===== config.mk =====
export PLATFORM = sky130hd
export DESIGN_NAME = score_digit_controller
export DESIGN_NICKNAME = d
export VERILOG_FILES = /design/src/rtl/score_digit_pkg.sv /design/src/rtl/bin_to_bcd_seq.sv /design/src/rtl/score_digit_controller.sv
export SDC_FILE = /design/constraint.sdc
export NUM_CORES = 1
export LEC_CHECK = 0
export BUFFER_PORTS_ARGS = -buffer_cell sky130_fd_sc_hd__buf_2
export CORE_MARGIN = 5
export CORE_UTILIZATION = 49
export DETAILED_ROUTE_END_ITERATION = 6
export GPL_ROUTABILITY_DRIVEN = 1
export PLACE_DENSITY = 0.77
export SYNTH_ARGS = -nofsm -noshare
export SYNTH_HDL_FRONTEND = slang
export SYNTH_SLANG_ARGS = --single-unit

===== constraint.sdc =====
create_clock -name pixel_clk_in -period 2.4 [get_ports pixel_clk_in]
set_input_delay 0.48 -clock pixel_clk_in [delete_from_list [all_inputs] [get_ports pixel_clk_in]]
set_output_delay 0.48 -clock pixel_clk_in [all_outputs]
set_load 0.02 [all_outputs]

===== src/rtl/score_digit_pkg.sv =====
`default_nettype none
// ============================================================================
// Module      : score_digit_pkg
// Description : Shared types and constants for the score digit controller and
//               its sequential binary-to-BCD converter.
// Revision    : 1.0 - initial release
// ============================================================================
package score_digit_pkg;

    typedef logic [3:0] bcd_digit_t;

    typedef enum logic [1:0] {
        IDLE    = 2'd0,
        CONVERT = 2'd1,
        READY   = 2'd2
    } ctrl_state_t;

    localparam bcd_digit_t DIGIT_MAX       = 4'd9;
    localparam bcd_digit_t BCD_ADD3_THRESH = 4'd5;

    // Decimal digits needed for a bin_w-bit value: ceil(bin_w*log10(2)) plus
    // one spare digit, using 0.302 as the log10(2) approximation.
    function automatic int bcd_digits_for(input int bin_w);
        return ((bin_w * 302) + 999) / 1000 + 1;
    endfunction

endpackage
`default_nettype wire


===== src/rtl/bin_to_bcd_seq.sv =====
`default_nettype none
// ============================================================================
// Module      : bin_to_bcd_seq
// Description : Sequential double-dabble converter. A start pulse loads
//               bin_in; BIN_W shift cycles follow. done is high during the
//               final shift cycle and bcd_out then carries the finished
//               result (the value being written by that cycle).
// Ports       : pixel_clk_in, rst_n_in (async, active-low), start, bin_in,
//               done, bcd_out
// Revision    : 1.0 - initial release
// ============================================================================
module bin_to_bcd_seq
    import score_digit_pkg::*;
#(
    parameter int BIN_W      = 14,
    parameter int BCD_DIGITS = 6
) (
    input  logic                    pixel_clk_in,
    input  logic                    rst_n_in,
    input  logic                    start,
    input  logic [BIN_W-1:0]        bin_in,
    output logic                    done,
    output logic [BCD_DIGITS*4-1:0] bcd_out
);

    localparam int               CNT_W  = (BIN_W > 1) ? $clog2(BIN_W) : 1;
    localparam logic [CNT_W-1:0] c_last = CNT_W'(BIN_W - 1);

    logic [BIN_W-1:0]        r_bin;
    logic [BCD_DIGITS*4-1:0] r_bcd;
    logic [CNT_W-1:0]        r_cnt;
    logic                    r_active;

    logic [BCD_DIGITS*4-1:0] w_adj;
    logic [BCD_DIGITS*4-1:0] w_next_bcd;
    logic [BIN_W-1:0]        w_next_bin;

    // Add-3 correction on every nibble that would overflow past 9 once doubled.
    always_comb begin
        w_adj = r_bcd;
        for (int i = 0; i < BCD_DIGITS; i++) begin
            if (r_bcd[4*i +: 4] >= BCD_ADD3_THRESH) begin
                w_adj[4*i +: 4] = r_bcd[4*i +: 4] + 4'd3;
            end
        end
    end

    assign {w_next_bcd, w_next_bin} = {w_adj, r_bin} << 1;

    assign done    = r_active && (r_cnt == c_last);
    assign bcd_out = w_next_bcd;

    always_ff @(posedge pixel_clk_in or negedge rst_n_in) begin
        if (!rst_n_in) begin
            r_bin    <= '0;
            r_bcd    <= '0;
            r_cnt    <= '0;
            r_active <= 1'b0;
        end else if (start) begin
            r_bin    <= bin_in;
            r_bcd    <= '0;
            r_cnt    <= '0;
            r_active <= 1'b1;
        end else if (r_active) begin
            r_bin <= w_next_bin;
            r_bcd <= w_next_bcd;
            r_cnt <= r_cnt + CNT_W'(1);
            if (done) begin
                r_active <= 1'b0;
            end
        end
    end

endmodule
`default_nettype wire


===== src/rtl/score_digit_controller.sv =====
`default_nettype none
// ============================================================================
// Module      : score_digit_controller
// Description : Converts a binary score to BCD, double-buffers it so digits
//               only change at frame start, and per pixel drives the number
//               sprite with the glyph index and origin of the slot under the
//               beam (one cycle registered latency).
// Ports       : pixel_clk_in, rst_n_in (async, active-low),
//               score_in/score_valid_in (score update), frame_start_in,
//               x_in/y_in (digit origin), hcount_in/vcount_in (beam),
//               number_out, glyph_x_out, glyph_y_out, hcount_out,
//               vcount_out, blank_out, busy_out
// Options     : LEADING_ZERO_BLANK_EN - blank leading zero digits (the least
//               significant digit is always shown)
// Revision    : 1.0 - initial release
// ============================================================================
module score_digit_controller
    import score_digit_pkg::*;
#(
    parameter int NUM_DIGITS = 4,
    parameter int SCORE_W    = 14,
    parameter int GLYPH_W    = 24,
    parameter int GLYPH_H    = 24
) (
    input  logic               pixel_clk_in,
    input  logic               rst_n_in,
    input  logic [SCORE_W-1:0] score_in,
    input  logic               score_valid_in,
    input  logic               frame_start_in,
    input  logic [10:0]        x_in,
    input  logic [9:0]         y_in,
    input  logic [10:0]        hcount_in,
    input  logic [9:0]         vcount_in,
    output logic [3:0]         number_out,
    output logic [10:0]        glyph_x_out,
    output logic [9:0]         glyph_y_out,
    output logic [10:0]        hcount_out,
    output logic [9:0]         vcount_out,
    output logic               blank_out,
    output logic               busy_out
);

    localparam int c_bcd_digits = bcd_digits_for(SCORE_W);
    localparam int c_ext_digits = (c_bcd_digits > NUM_DIGITS) ? c_bcd_digits : NUM_DIGITS;

    // Glyph height matters only to the sprite's vertical range check.
    localparam logic [31:0] c_glyph_h = 32'(GLYPH_H);
    logic w_unused;
    assign w_unused = ^c_glyph_h;

    ctrl_state_t r_state, w_next_state;
    logic        w_start, w_shadow_we, w_commit;

    logic                          r_pending;
    logic [SCORE_W-1:0]            r_pending_score;
    bcd_digit_t [NUM_DIGITS-1:0]   r_shadow;
    bcd_digit_t [NUM_DIGITS-1:0]   r_display;
    bcd_digit_t [NUM_DIGITS-1:0]   w_shadow_next;

    logic                          w_conv_done;
    logic [c_bcd_digits*4-1:0]     w_conv_bcd;
    logic [c_ext_digits*4-1:0]     w_bcd_ext;
    logic                          w_sat;

    bin_to_bcd_seq #(
        .BIN_W      (SCORE_W),
        .BCD_DIGITS (c_bcd_digits)
    ) u_bin_to_bcd (
        .pixel_clk_in (pixel_clk_in),
        .rst_n_in     (rst_n_in),
        .start        (w_start),
        .bin_in       (r_pending_score),
        .done         (w_conv_done),
        .bcd_out      (w_conv_bcd)
    );

    // ---------------- control FSM ----------------
    always_ff @(posedge pixel_clk_in or negedge rst_n_in) begin
        if (!rst_n_in) r_state <= IDLE;
        else           r_state <= w_next_state;
    end

    always_comb begin
        w_next_state = r_state;
        w_start      = 1'b0;
        w_shadow_we  = 1'b0;
        w_commit     = 1'b0;
        case (r_state)
            IDLE: begin
                if (r_pending) begin
                    w_start      = 1'b1;
                    w_next_state = CONVERT;
                end
            end
            CONVERT: begin
                if (w_conv_done) begin
                    w_shadow_we  = 1'b1;
                    w_next_state = READY;
                end
            end
            READY: begin
                if (frame_start_in) begin
                    w_commit     = 1'b1;
                    w_next_state = IDLE;
                end
            end
            default: w_next_state = IDLE;
        endcase
    end

    assign busy_out = (r_state != IDLE);

    // A fresh score takes priority over the clear so a write landing on the
    // start cycle is kept for the following conversion.
    always_ff @(posedge pixel_clk_in or negedge rst_n_in) begin
        if (!rst_n_in) begin
            r_pending       <= 1'b0;
            r_pending_score <= '0;
        end else if (score_valid_in) begin
            r_pending       <= 1'b1;
            r_pending_score <= score_in;
        end else if (w_start) begin
            r_pending <= 1'b0;
        end
    end

    // ---------------- saturation and double buffer ----------------
    assign w_bcd_ext = (c_ext_digits*4)'(w_conv_bcd);

    always_comb begin
        w_sat = 1'b0;
        for (int i = NUM_DIGITS; i < c_ext_digits; i++) begin
            if (w_bcd_ext[4*i +: 4] != 4'd0) w_sat = 1'b1;
        end
        w_shadow_next = '0;
        for (int d = 0; d < NUM_DIGITS; d++) begin
            w_shadow_next[d] = w_sat ? DIGIT_MAX : w_bcd_ext[4*d +: 4];
        end
    end

    always_ff @(posedge pixel_clk_in or negedge rst_n_in) begin
        if (!rst_n_in) begin
            r_shadow  <= '0;
            r_display <= '0;
        end else begin
            if (w_shadow_we) r_shadow  <= w_shadow_next;
            if (w_commit)    r_display <= r_shadow;
        end
    end

    // ---------------- slot decode ----------------
    // 12-bit bounds so slots running past the screen edge never wrap.
    logic [NUM_DIGITS:0][11:0] w_bound;
    logic [NUM_DIGITS:0]       w_ge;

    generate
        for (genvar k = 0; k <= NUM_DIGITS; k++) begin : g_bound
            assign w_bound[k] = {1'b0, x_in} + 12'(k * GLYPH_W);
            assign w_ge[k]    = ({1'b0, hcount_in} >= w_bound[k]);
        end
    endgenerate

    logic [NUM_DIGITS-1:0] w_lz_blank;

`ifdef LEADING_ZERO_BLANK_EN
    logic w_lz_run;
    always_comb begin
        w_lz_run   = 1'b1;
        w_lz_blank = '0;
        for (int k = 0; k < NUM_DIGITS; k++) begin
            w_lz_run      = w_lz_run && (r_display[NUM_DIGITS-1-k] == 4'd0);
            w_lz_blank[k] = w_lz_run && (k != NUM_DIGITS - 1);
        end
    end
`else
    assign w_lz_blank = '0;
`endif

    logic [3:0]  w_number;
    logic        w_blank;
    logic [10:0] w_glyph_x;

    // Bounds are monotonic, so exactly one slot (or none) matches.
    always_comb begin
        w_number  = 4'd0;
        w_blank   = 1'b1;
        w_glyph_x = x_in;
        for (int k = 0; k < NUM_DIGITS; k++) begin
            if (w_ge[k] && !w_ge[k+1]) begin
                w_number  = r_display[NUM_DIGITS-1-k];
                w_blank   = w_lz_blank[k];
                w_glyph_x = w_bound[k][10:0];
            end
        end
    end

    always_ff @(posedge pixel_clk_in or negedge rst_n_in) begin
        if (!rst_n_in) begin
            number_out  <= '0;
            glyph_x_out <= '0;
            glyph_y_out <= '0;
            hcount_out  <= '0;
            vcount_out  <= '0;
            blank_out   <= 1'b0;
        end else begin
            number_out  <= w_number;
            glyph_x_out <= w_glyph_x;
            glyph_y_out <= y_in;
            hcount_out  <= hcount_in;
            vcount_out  <= vcount_in;
            blank_out   <= w_blank;
        end
    end

endmodule
`default_nettype wire


==> results.json <==
{
  "grt_most_used_layer": "met2",
  "drtIter0Drc": 326,
  "cts_tree": "yes",
  "vias": 6042,
  "grt_pass1_vias": 6320,
  "drtPass1Iterations": 5,
  "place_congestion": 0.985,
  "dp_cells": 1015,
  "min_path_type": "in -> async",
  "drc": 0,
  "period_needed_ns": 2.83,
  "dieArea_mm2": 0.0172,
  "p_leak_nw": 4.73,
  "place_hpwl_um": 13300,
  "track_usage_pct": 21.4,
  "cts_sinks": 139,
  "insertion_delay_ns": 0.41,
  "rsz0062_at_grt": "yes",
  "yosys_warnings": 0,
  "tightest_slew_ns": 0.773,
  "ys_ff_latch": 139,
  "io_buffer_count": 107,
  "crit_type": "in -> reg",
  "syn_nets": 784,
  "use_met3_pct": 4.74,
  "final_common_cell": "dfrtp_1",
  "fin_crit_sh_pct": 118,
  "stdcell_count": 1071,
  "synth_sequential_area_ratio_pct": 48.3,
  "path_max_fanout": 4,
  "drive_above_1_share_pct": 40.8,
  "power_density_mw_per_mm2": 977,
  "ant_nets": 0,
  "syn-cell-area_mm2": 0.00720,
  "total_power_mw": 9.71,
  "timing.fmax_ghz": 0.353,
  "hold_viol_final": 0,
  "final_util_pct": 68.7,
  "async_reset_ff_share_pct": 100,
  "crit_required_ns": 2.76,
  "routedWlPerCell_um": 18.0,
  "synth_edf_count": 0,
  "grt_use_met2_pct": 36.6,
  "status": "finished with violations",
  "synthFlopType": "dfrtp_1",
  "core_mm2": 0.0145,
  "max_slew_margin_pct": 48.3,
  "violations": "setup timing",
  "io_pins": 108,
  "maxCapViolCount": 0,
  "htreeDepth": 4,
  "met1_usage_pct": 26.8,
  "antenna_found_initial": 0,
  "final_nets": 997,
  "setup_viol": 13,
  "layout_common_cells": "dfrtp_1, buf_2, buf_4",
  "numCtsBuffers": 17,
  "syn_inst": 661,
  "drt_wl_total_um": 19200,
  "viasPerCell": 5.64,
  "die_w_um": 131,
  "clk_pin_slew_ns": 0.06,
  "fin_worst_skew_ns": 0.00962,
  "fin_ws_ns": -0.431,
  "synth.distinct_cells": 60,
  "grt_first_pass_wirelength_um": 30700,
  "finalInstanceArea_mm2": 0.00995,
  "cts_buffer_depth": 2,
  "die_y_um": 131,
  "rows": 44,
  "grt_max_degree": 67,
  "syn_avg_cell_area_um2": 10.9,
  "endpoint_kind": "flip-flop",
  "ir_drop_mv": 0.759,
  "dpl_worst_slack_ns": -1.01,
  "placed_cell_area_mm2": 0.00868,
  "num_antenna_cells": 0,
  "slew_violations": 0,
  "start_util_pct": 49.7,
  "critPathLaunchType": "input pin",
  "overflow": 0,
  "clockRootBuffer": "clkbuf_16",
  "critical_path_arrival_ns": 3.19,
  "area_delta_synth_final_pct": 38.2
}
## registers in the layout, indices dropped and copies added (netlist names)
name	flops
u_bin_to_bcd.r_bcd	24
r_display	16
r_shadow	16
r_pending_score	14
u_bin_to_bcd.r_bin	14
glyph_x_out	11
hcount_out	11
glyph_y_out	10
vcount_out	10
number_out	4
u_bin_to_bcd.r_cnt	4
r_state	2
blank_out	1
r_pending	1
u_bin_to_bcd.r_active	1
## report_power, final
group          switching [mW]  leakage (nW)  internal, mW
clock network           0.961         0.292          1.72
registers               0.443          1.71          2.92
logic                    2.03          2.73          1.64
total                    3.43          4.73          6.28
## critical path, cell delays in order
cell and delay, ns:
buf_2 0.13, buf_4 0.15, a21oi_4 0.16, buf_4 0.13, buf_4 0.10, nor2_1 0.05, xnor2_1 0.26, ha_2 0.24
nand3_2 0.07, nand2_2 0.12, o221ai_2 0.12, buf_4 0.16, a21oi_4 0.15, buf_4 0.16, nor2_4 0.06, buf_4 0.15
a221oi_2 0.26, o311a_1 0.20
## layout make-up
cell class	count	area, µm²
clock inverters	10	140
flip-flops and latches	139	3480
clock buffers	22	474
repair buffers	220	1510
fillers	1017	4530
inverters	28	118
multi-input cells	468	4000
well taps	184	230
## per-stage QoR
| step | setup TNS, ns | hold slack [ns] |
|---|---|---|
| floorplan | -6.21 | 0.184 |
| global placement | -11.33 | 0.461 |
| detailed placement | -12.11 | 0.464 |
| CTS | -2.89 | 0.0650 |
| global route | -5.99 | 0.0975 |
| finish | -4.70 | 0.0476 |
## layer usage
layer,vias to the layer above,share of wire (%),wire length (µm)
met5,-,0,0
met4,0,3.1,598
met3,54,5.8,1120
met2,229,50,9600
met1,2972,41,7910
li1,2787,-,-
## synth_stat cells, types with 3 or more instances
| cell | n | area share (%) |
|---|---|---|
| or3_1 | 5 | 0.43 |
| a22o_1 | 11 | 1.3 |
| ha_1 | 63 | 11 |
| nor3b_1 | 11 | 1.1 |
| buf_2 | 3 | 0.21 |
| dfrtp_1 | 139 | 48 |
| xnor2_1 | 26 | 3.2 |
| nand3_1 | 15 | 1.0 |
| a211oi_1 | 10 | 1.0 |
| nor2_1 | 54 | 2.8 |
| mux2_2 | 31 | 4.8 |
| a21o_1 | 8 | 0.83 |
| nor2b_1 | 5 | 0.43 |
| xor2_1 | 5 | 0.61 |
| mux2i_1 | 32 | 4.4 |
| nand2_1 | 33 | 1.7 |
| nand3b_1 | 3 | 0.31 |
| nor3_1 | 5 | 0.35 |
| clkbuf_1 | 15 | 0.78 |
| buf_1 | 5 | 0.26 |
| nand4b_1 | 3 | 0.37 |
| o21ai_0 | 34 | 2.4 |
| nand2b_1 | 12 | 1.0 |
| a21oi_1 | 49 | 3.4 |
| a22oi_1 | 5 | 0.52 |
| o22ai_1 | 5 | 0.43 |
| nand4_1 | 5 | 0.43 |
| inv_1 | 27 | 1.4 |
## timing repair
action | 4_1_cts | 5_1_grt
endpoints found under the setup margin | 13 | 29
buffers inserted | 17 | 8
pin swaps | 40 | 21
hold buffers | 0 | 0
gates resized for setup | 74 | 23
## kinds of logic (layout without fill, tap and decap cells)
group	after synthesis	count (layout)	share of synthesized area, %
simple gates	163	163	11.3
compound gates	148	148	13.2
xor+xnor	31	31	3.77
fa+ha+maj	63	63	11.0
buf+inv	54	280	3.13
mux	63	63	9.30
flops	139	139	48.3
## final timing paths
path                                   startpoint               endpoint  slack (ns)  cells past startpoint
min                                      rst_n_in          hcount_out[9]        0.05                      1
min in group pixel_clk_in                 y_in[4]         glyph_y_out[4]        0.17                      1
min reg2reg                    r_pending_score[8]  u_bin_to_bcd.r_bin[8]        0.47                      2
max in group asynchronous                rst_n_in         glyph_y_out[7]        1.69                      2
max reg2reg                u_bin_to_bcd.r_bcd[16]           r_shadow[12]        0.22                      8
max                                       x_in[3]         glyph_x_out[5]       -0.43                     18
No activity file was read; power rests on OpenSTA's default activity.
